$ cat config.mk
export PLATFORM = sky130hd
export DESIGN_NAME = bus_latch_arbiter_flat
export DESIGN_NICKNAME = d
export VERILOG_FILES = /design/src/rtl/bus_arb_pkg.sv /design/src/rtl/bus_latch_arbiter_if.sv /design/src/rtl/bus_latch_arbiter_rr_pick.sv /design/src/rtl/bus_latch_arbiter.sv /design/src/flat_wrapper.sv
export SDC_FILE = /design/constraint.sdc
export NUM_CORES = 1
export LEC_CHECK = 0
export ABC_AREA = 0
export CAP_MARGIN = 15
export CORE_AREA = 2 2 48 68
export DETAILED_ROUTE_END_ITERATION = 7
export DIE_AREA = 0 0 50 70
export GPL_ROUTABILITY_DRIVEN = 0
export PLACE_DENSITY_LB_ADDON = 0.1
export SLEW_MARGIN = 20
export SYNTH_ARGS = -nofsm -noshare
export SYNTH_HDL_FRONTEND = slang
export SYNTH_SLANG_ARGS = --single-unit
$ cat constraint.sdc
create_clock -name CLK -period 5.89 [get_ports CLK]
set_clock_uncertainty 0.05 [all_clocks]
set_input_delay 0.8835 -clock CLK [delete_from_list [all_inputs] [get_ports CLK]]
set_output_delay 0.8835 -clock CLK [all_outputs]
set_load 0.005 [all_outputs]
$ cat src/rtl/bus_arb_pkg.sv
// Shared types and constants for the tri-state bus latch arbiter.
// Holds the FSM state encoding, the countdown width and its load helper.
package bus_arb_pkg;

   localparam int CNT_W = 4;

   typedef enum logic [1:0] {
      IDLE  = 2'd0,
      LATCH = 2'd1,
      DRIVE = 2'd2,
      GAP   = 2'd3
   } arb_state_e;

   // Countdown load value for an n-cycle phase; a zero-length phase loads 0.
   function automatic logic [CNT_W-1:0] cnt_load(input int unsigned n);
      if (n == 0) begin
         return '0;
      end
      return CNT_W'(n - 1);
   endfunction

endpackage

$ cat src/rtl/bus_latch_arbiter_if.sv
// Handshake bundle between the arbiter and the octal bus latches/requesters.
// master = arbiter side, slave = requester/latch side.
interface bus_latch_arbiter_if #(
   parameter int NREQ = 4
);

   logic [NREQ-1:0] req;
   logic [NREQ-1:0] latch_stb;
   logic [NREQ-1:0] oc_n;
   logic [NREQ-1:0] gnt;
   logic [NREQ-1:0] done;
   logic            busy;

   modport master (
      input  req,
      output latch_stb,
      output oc_n,
      output gnt,
      output done,
      output busy
   );

   modport slave (
      output req,
      input  latch_stb,
      input  oc_n,
      input  gnt,
      input  done,
      input  busy
   );

endinterface

$ cat src/rtl/bus_latch_arbiter_rr_pick.sv
// Combinational round-robin picker: scans upward from last_grant+1 with wrap
// and returns the first requester as a one-hot winner plus a valid flag.
module rr_pick #(
   parameter int NREQ  = 4,
   parameter int IDX_W = 2
) (
   input  logic [NREQ-1:0]  req,
   input  logic [IDX_W-1:0] last_grant,
   output logic [NREQ-1:0]  winner,
   output logic             valid
);

   function automatic logic [IDX_W-1:0] slot(input logic [IDX_W-1:0] base,
                                             input int unsigned      off);
      return IDX_W'((int'(base) + off) % NREQ);
   endfunction

   always_comb begin
      winner = '0;
      valid  = 1'b0;
      // Offset NREQ lands back on last_grant itself, so it is checked last.
      for (int i = 1; i <= NREQ; i++) begin
         if (!valid && req[slot(last_grant, i)]) begin
            winner[slot(last_grant, i)] = 1'b1;
            valid                       = 1'b1;
         end
      end
   end

endmodule

$ cat src/rtl/bus_latch_arbiter.sv
// Arbiter for NREQ octal tri-state latches sharing one 8-bit bus: grants one
// requester per transaction (capture strobe, drive window, turnaround gap).
module bus_latch_arbiter
   import bus_arb_pkg::*;
#(
   parameter int NREQ      = 4,
   parameter int DRIVE_CYC = 2,
   parameter int GAP_CYC   = 1
) (
   input  logic                CLK,
   input  logic                RST,
   bus_latch_arbiter_if.master bus
);

   localparam int IDX_W = (NREQ > 1) ? $clog2(NREQ) : 1;

   localparam logic [1:0] ST_IDLE  = IDLE;
   localparam logic [1:0] ST_LATCH = LATCH;
   localparam logic [1:0] ST_DRIVE = DRIVE;
   localparam logic [1:0] ST_GAP   = GAP;

   logic [1:0]       state_q, state_d;
   logic [CNT_W-1:0] cnt_q, cnt_d;
   logic [IDX_W-1:0] last_q, last_d;
   logic [NREQ-1:0]  gnt_q, gnt_d;
   logic [NREQ-1:0]  stb_q, stb_d;
   logic [NREQ-1:0]  ocn_q, ocn_d;
   logic [NREQ-1:0]  done_q, done_d;
   logic             busy_q, busy_d;

   logic [NREQ-1:0]  pick_oh;
   logic             pick_vld;
   logic [IDX_W-1:0] pick_idx;

   rr_pick #(
      .NREQ  (NREQ),
      .IDX_W (IDX_W)
   ) u_rr_pick (
      .req        (bus.req),
      .last_grant (last_q),
      .winner     (pick_oh),
      .valid      (pick_vld)
   );

   always_comb begin
      pick_idx = '0;
      for (int i = 0; i < NREQ; i++) begin
         if (pick_oh[i]) begin
            pick_idx = IDX_W'(i);
         end
      end
   end

   // Next-state: requests are only looked at while IDLE, so a dropped or new
   // request mid-transaction never alters the running grant.
   always_comb begin
      state_d = state_q;
      cnt_d   = cnt_q;
      last_d  = last_q;
      gnt_d   = gnt_q;
      case (state_q)
         ST_IDLE: begin
            if (pick_vld) begin
               state_d = ST_LATCH;
               gnt_d   = pick_oh;
               last_d  = pick_idx;
            end
         end
         ST_LATCH: begin
            state_d = ST_DRIVE;
            cnt_d   = cnt_load(DRIVE_CYC);
         end
         ST_DRIVE: begin
            if (cnt_q != '0) begin
               cnt_d = cnt_q - CNT_W'(1);
            end else if (GAP_CYC == 0) begin
               state_d = ST_IDLE;
               gnt_d   = '0;
            end else begin
               state_d = ST_GAP;
               cnt_d   = cnt_load(GAP_CYC);
            end
         end
         ST_GAP: begin
            if (cnt_q != '0) begin
               cnt_d = cnt_q - CNT_W'(1);
            end else begin
               state_d = ST_IDLE;
               gnt_d   = '0;
            end
         end
         default: begin
            state_d = ST_IDLE;
            cnt_d   = '0;
            gnt_d   = '0;
         end
      endcase
   end

   // Outputs are decoded from the next state so every output is a flop.
   always_comb begin
      stb_d  = (state_d == ST_LATCH) ? gnt_d : '0;
      ocn_d  = (state_d == ST_DRIVE) ? ~gnt_d : '1;
      done_d = (state_d == ST_DRIVE && cnt_d == '0) ? gnt_d : '0;
      busy_d = (state_d != ST_IDLE);
   end

   always_ff @(posedge CLK or posedge RST) begin
      if (RST) begin
         state_q <= ST_IDLE;
         cnt_q   <= '0;
         last_q  <= IDX_W'(NREQ - 1);
         gnt_q   <= '0;
         stb_q   <= '0;
         ocn_q   <= '1;
         done_q  <= '0;
         busy_q  <= 1'b0;
      end else begin
         state_q <= state_d;
         cnt_q   <= cnt_d;
         last_q  <= last_d;
         gnt_q   <= gnt_d;
         stb_q   <= stb_d;
         ocn_q   <= ocn_d;
         done_q  <= done_d;
         busy_q  <= busy_d;
      end
   end

   assign bus.gnt       = gnt_q;
   assign bus.latch_stb = stb_q;
   assign bus.oc_n      = ocn_q;
   assign bus.done      = done_q;
   assign bus.busy      = busy_q;

endmodule

$ cat src/flat_wrapper.sv
// flat-port wrapper written by rule: the top's interface ports become plain ports
module bus_latch_arbiter_flat import bus_arb_pkg::*;
#(
   parameter int NREQ      = 4,
   parameter int DRIVE_CYC = 2,
   parameter int GAP_CYC   = 1
)
  (CLK, RST, bus_req, bus_latch_stb, bus_oc_n, bus_gnt, bus_done, bus_busy);
  bus_latch_arbiter_if #(.NREQ(NREQ)) bus_i ();
  input  logic CLK;
  input  logic RST;
  input wire logic [$bits(bus_i.req)-1:0] bus_req;
  output wire logic [$bits(bus_i.latch_stb)-1:0] bus_latch_stb;
  output wire logic [$bits(bus_i.oc_n)-1:0] bus_oc_n;
  output wire logic [$bits(bus_i.gnt)-1:0] bus_gnt;
  output wire logic [$bits(bus_i.done)-1:0] bus_done;
  output wire logic [$bits(bus_i.busy)-1:0] bus_busy;
  assign bus_i.req = bus_req;
  assign bus_latch_stb = bus_i.latch_stb;
  assign bus_oc_n = bus_i.oc_n;
  assign bus_gnt = bus_i.gnt;
  assign bus_done = bus_i.done;
  assign bus_busy = bus_i.busy;
  bus_latch_arbiter #(.NREQ(NREQ), .DRIVE_CYC(DRIVE_CYC), .GAP_CYC(GAP_CYC)) u_core (.CLK(CLK), .RST(RST), .bus(bus_i));
endmodule
==> metrics.yaml, run 1 <==
synth:
  synth_compound_area_share_pct: 18.0
  synth-edff-count: 0
  ys_seq_elements: 25
  synth.top_cell.area_share_pct: 29.3
  async_flop_share_pct: 100
  synthTopCellsByArea: "dfrtp_1, ha_1, dfstp_2"
  synth-simple-area-share_pct: 17.5
  synth_cells: 153
  synth-adder-area-share_pct: 10.8
  seq_area_frac_synth_pct: 39.0
  synth.avg_cell_area_um2: 10.6
  synth_xor_area_share_pct: 0.540
  synthMuxAreaShare_pct: 10.0
  synth_ff_type: "dfrtp_1"
  synth_top_family_by_area: "compound AO/OA/AOI/OAI gates"
  yosysUniqueCellTypes: 42
  syn_nets: 173
  ys.warnings.count: 0
  synth_top_area_cell: "dfrtp_1"
  syn_area_mm2: 0.00162
global_routing:
  antenna_found_initial: 0
  grt_max_degree: 26
  overflow: 0
  grt_pass1_vias: 1247
  grt_pass1_wl_um: 5730
  grt_use_total_pct: 21.2
final_layout:
  fillers: 242
  diodes: 0
  num-nets-final: 195
  area_delta_synth_final_pct: 17.9
  drive_gt1_share_pct: 13.8
power:
  power.switching_w: 0.000511
  p_seq_share_pct: 26.4
  power_switching_share_pct: 45.5
  clock_power_share_pct: 9.6
  total_power_w: 0.00112
  cellLeakagePower_nw: 0.813
  power_density_mw_per_mm2: 587
  peakVddDrop_mv: 0.312
  combPwrFrac_pct: 64.0
  p_int_w: 0.000612
sta:
  timing_hold_violations_final: 0
  finalSetupTns_ns: 0
  max_slew_margin_pct: 38.6
  slew_violations: 0
  layout_setup_ws_ns: 2.62
  period_needed_ns: 3.27
  setup_viol_count_final: 0
  max_freq_ghz: 0.306
  worst_pin_slew_ns: 0.920
  rsz0062_at_grt: "false"
  period_share_pct: 55.6
die:
  die_w_um: 50
  die-area_mm2: 0.00350
  die_height_um: 70
  rows: 24
  coreArea_mm2: 0.00297
  start_util_pct: 54.5
  ios: 23
detailed_routing:
  drc: 0
  vias_per_cell: 5.70
  wl_per_cell_um: 15.6
  vias: 1214
  firstDrtPassIters: 4
  drt_iter0_drc: 18
  routed_wirelength_um: 3330
  ant_nets: 0
cts:
  cts_buffers: 3
  cts-htree-levels: 1
  clk_pin_slew_worst_paths_ns: 0.09
  cts_hold_buf: 0
  insertion_delay_ns: 0.28
  cts-root-buf: "clkbuf_8"
  clk_path_buf_depth: 2
  cts_setup_buffers: 0
  cts_sinks: 25
  cts_resized: 0
  cts_tree: "done"
worst_setup_path:
  critPathCaptureType: "flip-flop"
  cp_cell_sequence: "inv_1 -> ha_1 -> nor3b_1 -> inv_1 -> ha_1 -> nor2b_1 -> a2111oi_0 -> a21oi_1 -> a2bb2oi_1 -> nor4b_4 -> and2_1"
  crit_fanout: 5
  path_class: "flip-flop to flip-flop"
  cpPeakStageDelay_ns: 0.76
  crit_path_start_kind: "flip-flop"
  cp.required_ns: 6.06
  cp_slowest_cell: "a2111oi_0"
  arrival_ns: 3.44
placed_design:
  io_buffers: 22
  place_hpwl_um: 2620
  dp_slack_ns: 2.49
worst_hold_path:
  hold_path_class: "flip-flop to flip-flop"
status:
  status: "finished, final reports clean"
job:
  drv_cap: 0
-- cells in the mapped netlist, drive strengths merged, types with 2 or more instances --
cell type  instances
buf                3
mux2               2
nor4               2
a31o               2
a221oi             2
ha                14
o22ai              4
mux4               4
nand2b             7
and2               8
mux2i              5
nor4b              2
nor2b              4
o21ai              8
a21oi              5
clkbuf             2
a22o               4
inv               10
dfstp              6
nor2              12
nand2             13
dfrtp             19
a211oi             2
-- power groups by stage --
stage,Clock (W),Sequential [W],Combinational (W)
global route,0.000118,0.000306,0.000792
floorplan,0,0.000273,0.000556
detailed placement,0,0.000300,0.000715
finish,0.000108,0.000297,0.000718
global placement,0,0.000296,0.000700
CTS,0.000111,0.000297,0.000718
-- logic make-up (layout without fill, tap and decap cells) --
kind of cell / after synthesis / count (layout)
xor gates and xnor gates: 1 / 1
adders and majority gates: 14 / 14
DFF: 25 / 25
and+or+nand+nor: 50 / 50
muxes: 11 / 11
buffers and inverters: 15 / 36
AOI/OAI and AO/OA: 37 / 37
-- per-stage QoR --
| stage | cell area, µm² | utilization (%) | hold WS [ns] | std cells |
|---|---|---|---|---|
| floorplan | 1620 | - | 0.451 | 153 |
| global placement | 1860 | 62.6 | 0.481 | 209 |
| detailed placement | 1860 | 62.6 | 0.487 | 209 |
| CTS | 1910 | 64.3 | 0.508 | 213 |
| global route | 1910 | 64.3 | 0.559 | 213 |
| finish | 1910 | 64.3 | 0.510 | 213 |
-- area by class of cell --
type	count	area, µm²	area share [%]
multi-input cells	113	922	48.2
clock inverters	1	8.76	0.458
inverters	10	37.5	1.96
well taps	39	48.8	2.55
flip-flops and latches	25	633	33.1
clock buffers	3	41.3	2.16
repair buffers	22	220	11.5
-- sequential cells by signal (all words and copies together) (netlist names) --
signal / count
u_core.cnt_q: 4
u_core.bus.busy: 1
u_core.bus.oc_n: 4
u_core.state_q: 2
u_core.last_q: 2
u_core.bus.gnt: 4
u_core.bus.done: 4
u_core.bus.latch_stb: 4
-- metal layers --
metal | vias to the layer above | GRT usage [%] | routed length (µm)
met3 | 13 | 1.28 | 60
met4 | 0 | 13.6 | 146
li1 | 592 | - | -
met2 | 32 | 37.9 | 1870
met1 | 577 | 23.6 | 1250
met5 | - | 0 | 0
-- worst max-delay path: cells and delay by family (launching register included) --
family	cells	cell delay, ns
AND/OR/NAND/NOR	4	0.88
buffers and inverters	2	0.27
flip-flops	1	0.41
AO/OA/AOI/OAI	3	1.12
adder cells (fa/ha/maj)	2	0.50
-- path summary, 6_finish.rpt --
kind	start	cells past startpoint	to	slack [ns]
hold / removal	u_core.cnt_q[0]	2	u_core.cnt_q[0]	0.51
max in group asynchronous	RST	2	u_core.cnt_q[0]	4.16
min in group asynchronous	RST	2	u_core.bus.done[1]	1.06
hold reg to reg	u_core.cnt_q[0]	2	u_core.cnt_q[0]	0.51
setup / recovery	u_core.cnt_q[0]	11	u_core.bus.done[1]	2.62
setup reg to reg	u_core.cnt_q[0]	11	u_core.bus.done[1]	2.62
-- placed cells by master, fill, tap and decap left out, types with 5 or more instances in the layout --
cell type	instances
a21oi_1	5
and2_1	8
clkdlybuf4s50_1	22
dfrtp_1	19
dfstp_2	6
ha_1	14
inv_1	10
mux2i_1	5
nand2_1	13
nand2b_1	7
nor2_1	11
o21ai_0	5
Power figures use the tool's default switching activity.
==> run 2, diff against run 1 <==
- CORE_AREA: 2 2 48 68 -> 2 2 52 74
- DIE_AREA: 0 0 50 70 -> 0 0 54 76
- clock period: 5.89 -> 2.75 ns (I/O delays scaled with it)
==> metrics.yaml, run 2 (synthesized netlist as in run 1, its figures left out) <==
worst_setup_path:
  crit_path_start_kind: "flip-flop"
  rrSetupSlack_ns: 0.20
  cp_slowest_cell: "dfstp_2"
  path_class: "flip-flop to flip-flop"
  arrival_ns: 2.71
  crit_fanout: 8
  cp_cell_sequence: "inv_1 -> ha_4 -> mux4_2 -> buf_4 -> nor4b_4 -> nand2_1 -> o21ai_1 -> a22o_1 -> and2_1"
  critPathCaptureType: "flip-flop"
  cpPeakStageDelay_ns: 0.54
  cp.required_ns: 2.90
cts:
  cts_hold_buf: 0
  cts-root-buf: "clkbuf_8"
  cts_tree: "done"
  insertion_delay_ns: 0.26
  cts_buffers: 3
  clk_path_buf_depth: 2
  cts_sinks: 25
  cts-htree-levels: 1
  clk_pin_slew_worst_paths_ns: 0.09
detailed_routing:
  ant_nets: 0
  routed_wirelength_um: 3540
  drt_iter0_drc: 27
  vias_per_cell: 5.51
  wl_per_cell_um: 15.1
  vias: 1289
  drc: 0
  firstDrtPassIters: 4
final_layout:
  final_cell_area_mm2: 0.00211
  area_delta_synth_final_pct: 30.4
  num-nets-final: 213
  finalCoreUtilization_pct: 60.2
  final_cell_mix: "clkdlybuf4s50_1, dfrtp_1, buf_4"
  drive_gt1_share_pct: 27.1
  diodes: 0
  final_common_cell: "clkdlybuf4s50_1"
sta:
  max_slew_margin_pct: 61.2
  setup_viol_count_final: 0
  layout_setup_ws_ns: 0.196
  max_freq_ghz: 0.391
  slew_violations: 0
  worst_pin_slew_ns: 0.580
  period_needed_ns: 2.55
  timing.hold.ws_ns: 0.329
  timing_hold_violations_final: 0
  period_share_pct: 92.9
placed_design:
  io_buffers: 22
  place_hpwl_um: 2820
  dpl_cell_area_mm2: 0.00198
  dp_slack_ns: -0.0392
power:
  power_density_mw_per_mm2: 1310
  peakVddDrop_mv: 0.761
  cellLeakagePower_nw: 0.909
  total_power_w: 0.00277
global_routing:
  grt_max_degree: 20
  overflow: 0
  grt_use_total_pct: 18.7
  antenna_found_initial: 0
  grt_pass1_wl_um: 5840
  grt_pass1_vias: 1287
job:
  drv_cap: 0
die:
  die_w_um: 54
  rows: 26
  coreArea_mm2: 0.00351
  ios: 23
  start_util_pct: 46.2
  die-area_mm2: 0.00410
  die_height_um: 76
worst_hold_path:
  hold_path_class: "input port to async pin"
status:
  status: "finished, final reports clean"
[run 2: cell type report]
cell class | count | area, µm²
Fill cell | 300 | 1400
Multi-Input combinational cell | 113 | 987
Sequential cell | 25 | 633
Timing Repair Buffer | 40 | 355
Tap cell | 42 | 52.6
Clock buffer | 3 | 41.3
Inverter | 10 | 37.5
Clock inverter | 1 | 7.51
[run 2: critical path, delay by kind of cell (launching register included)]
kind                       cells  cell delay, ns
DFF                            1            0.54
and+or+nand+nor                3            0.54
muxes                          1            0.38
AOI/OAI and AO/OA              2            0.34
adders and majority gates      1            0.33
buffers and inverters          2            0.31
[run 2: routing by layer]
metal | wire (µm) | track usage (%) | vias to the layer above
met1 | 1300 | 20.1 | 629
met5 | 0 | 0 | -
met3 | 104 | 1.18 | 4
met4 | 53 | 6.50 | 0
li1 | - | - | 630
met2 | 2080 | 35.7 | 26
[run 2: worst paths after layout]
| path | startpoint | to | cells past startpoint |
|---|---|---|---|
| max in group asynchronous | RST | u_core.bus.oc_n[2] | 3 |
| worst max register to register | u_core.last_q[1] | u_core.bus.latch_stb[3] | 9 |
| worst min-delay path | RST | u_core.cnt_q[3] | 2 |
| worst max-delay path | u_core.last_q[1] | u_core.bus.latch_stb[3] | 9 |
| min in group CLK | u_core.bus.gnt[3] | u_core.bus.gnt[3] | 1 |
| worst min register to register | u_core.bus.gnt[3] | u_core.bus.gnt[3] | 1 |
[run 2: repair_timing]
action	in CTS	in global routing
setup endpoints to repair	0	14
setup buffers	0	4
resized for setup	0	13
[run 2: report_power, final]
group	internal, W	switching [W]	total, W
clock network	0.000102	0.000112	0.000215
logic	0.000968	0.00100	0.00197
registers	0.000510	0.0000716	0.000582
total	0.00158	0.00119	0.00277
[run 2: stage by stage]
step | TNS, ns | instances
CTS | 0 | 230
detailed placement | -0.0700 | 226
global route | -0.120 | 234
global placement | 0 | 226
finish | 0 | 234
floorplan | 0 | 153
==> run 3, diff against run 2 <==
- REMOVE_ABC_BUFFERS: unset -> 1
==> metrics.yaml, run 3 (synthesized netlist as in run 1, its figures left out) <==
worst_setup_path:
  cpPeakStageDelay_ns: 0.54
  cp_cell_sequence: "inv_1 -> ha_4 -> mux4_2 -> buf_4 -> nor4b_4 -> nand2_1 -> o21ai_0 -> a22o_1 -> and2_1"
  path_class: "flip-flop to flip-flop"
  cp_slowest_cell: "dfstp_2"
  cp.required_ns: 2.91
  arrival_ns: 2.74
  reg2reg_from: "u_core.last_q[1]"
  critPathCaptureType: "flip-flop"
  crit_fanout: 8
  crit_path_start_kind: "flip-flop"
  worst_r2r_endpoint: "u_core.bus.done[1]"
  reg2reg_depth: 9
  rrSetupSlack_ns: 0.17
  cp_top_family: "flip-flops"
  path_buf_inv: 2
global_routing:
  grt_pass1_wl_um: 5470
  overflow: 0
  antenna_found_initial: 0
  grt_pass1_vias: 1235
  grt_use_met3_pct: 1.18
  grt_use_total_pct: 17.7
  grt_max_degree: 26
  use_met2_pct: 33.2
  busiest_layer: "met2"
  use_met1_pct: 19.3
detailed_routing:
  ant_nets: 0
  firstDrtPassIters: 4
  routed_wirelength_um: 3320
  drt_iter0_drc: 21
  wl_per_cell_um: 14.3
  vias: 1297
  drc: 0
  vias_per_cell: 5.57
cts:
  cts_buffers: 3
  insertion_delay_ns: 0.26
  clk_pin_slew_worst_paths_ns: 0.08
  cts_sinks: 25
  cts-root-buf: "clkbuf_8"
  cts-htree-levels: 1
  cts_tree: "done"
  clk_path_buf_depth: 2
  cts_hold_buf: 0
final_layout:
  num-nets-final: 212
  final_common_cell: "clkdlybuf4s50_1"
  fillers: 311
  area_delta_synth_final_pct: 27.9
  drive_gt1_share_pct: 23.0
  final_cell_mix: "clkdlybuf4s50_1, dfrtp_1, buf_4"
  multi_input_comb_area_um2: 953
  diodes: 0
  regArea_um2: 633
die:
  die_height_um: 76
  die-area_mm2: 0.00410
  die_w_um: 54
  coreArea_mm2: 0.00351
  rows: 26
  start_util_pct: 46.2
  ios: 23
sta:
  max_freq_ghz: 0.387
  layout_setup_ws_ns: 0.166
  worst_pin_slew_ns: 0.584
  slew_violations: 0
  timing.hold.ws_ns: 0.438
  period_share_pct: 94.0
  max_slew_margin_pct: 60.7
  period_needed_ns: 2.58
  finalSetupTns_ns: 0
  setup_viol_count_final: 0
  timing_hold_violations_final: 0
power:
  cellLeakagePower_nw: 0.902
  total_power_w: 0.00265
  power_density_mw_per_mm2: 1280
  peakVddDrop_mv: 0.668
placed_design:
  place_hpwl_um: 2630
  io_buffers: 22
  dp_slack_ns: -0.0436
status:
  status: "finished, final reports clean"
worst_hold_path:
  hold_path_class: "input port to async pin"
job:
  drv_cap: 0
[run 3: report_power, final]
part	switching [W]	leakage [nW]	internal, W
registers	0.0000613	0.315	0.000510
logic	0.000954	0.566	0.000910
clock network	0.000114	0.0217	0.000102
total	0.00113	0.902	0.00152
[run 3: what timing repair did]
action | CTS | global route
buffers inserted | 0 | 2
gates resized for setup | 0 | 6
endpoints found under the setup margin | 0 | 15
[run 3: area by class of cell]
class | instances | area share [%]
clock buffer | 3 | 1.99
clock inverter | 1 | 0.362
inverter | 10 | 1.81
sequential | 25 | 30.5
multi-input combinational | 113 | 46.0
timing repair buffer | 39 | 16.8
tap | 42 | 2.53
[run 3: metal layers]
layer | part of all wire [%] | wire [µm]
met5 | 0 | 0
met4 | 1.0 | 34
met3 | 1.9 | 63
met2 | 59 | 1960
met1 | 38 | 1260
[run 3: worst max-delay path by stage]
stage | to | start | slack, ns | cells after the start
5_1_grt | u_core.bus.done[0] | u_core.cnt_q[0] | -0.05 | 12
3_3_place_gp | u_core.bus.latch_stb[3] | bus_req[2] | -0.03 | 8
4_1_cts | u_core.bus.done[1] | u_core.last_q[1] | 0.0009 | 9
2_1_floorplan | u_core.bus.done[0] | u_core.last_q[0] | -0.09 | 8
6_report | u_core.bus.done[1] | u_core.last_q[1] | 0.17 | 9
3_5_place_dp | u_core.bus.latch_stb[1] | bus_req[3] | -0.04 | 8
[run 3: worst reg2reg max path, cell delays in order, from the launching register on]
cell and delay [ns]:
dfstp_2 0.54, inv_1 0.11, ha_4 0.33, mux4_2 0.38, buf_4 0.20, nor4b_4 0.32, nand2_1 0.09, o21ai_0 0.13
a22o_1 0.25, and2_1 0.14
[run 3: through the flow]
stage / cells / util [%] / cell area (µm²)
finish: 233 / 59.0 / 2070
floorplan: 148 / - / 1590
CTS: 231 / 57.7 / 2030
global placement: 227 / 56.3 / 1980
detailed placement: 227 / 56.3 / 1980
global route: 233 / 59.0 / 2070
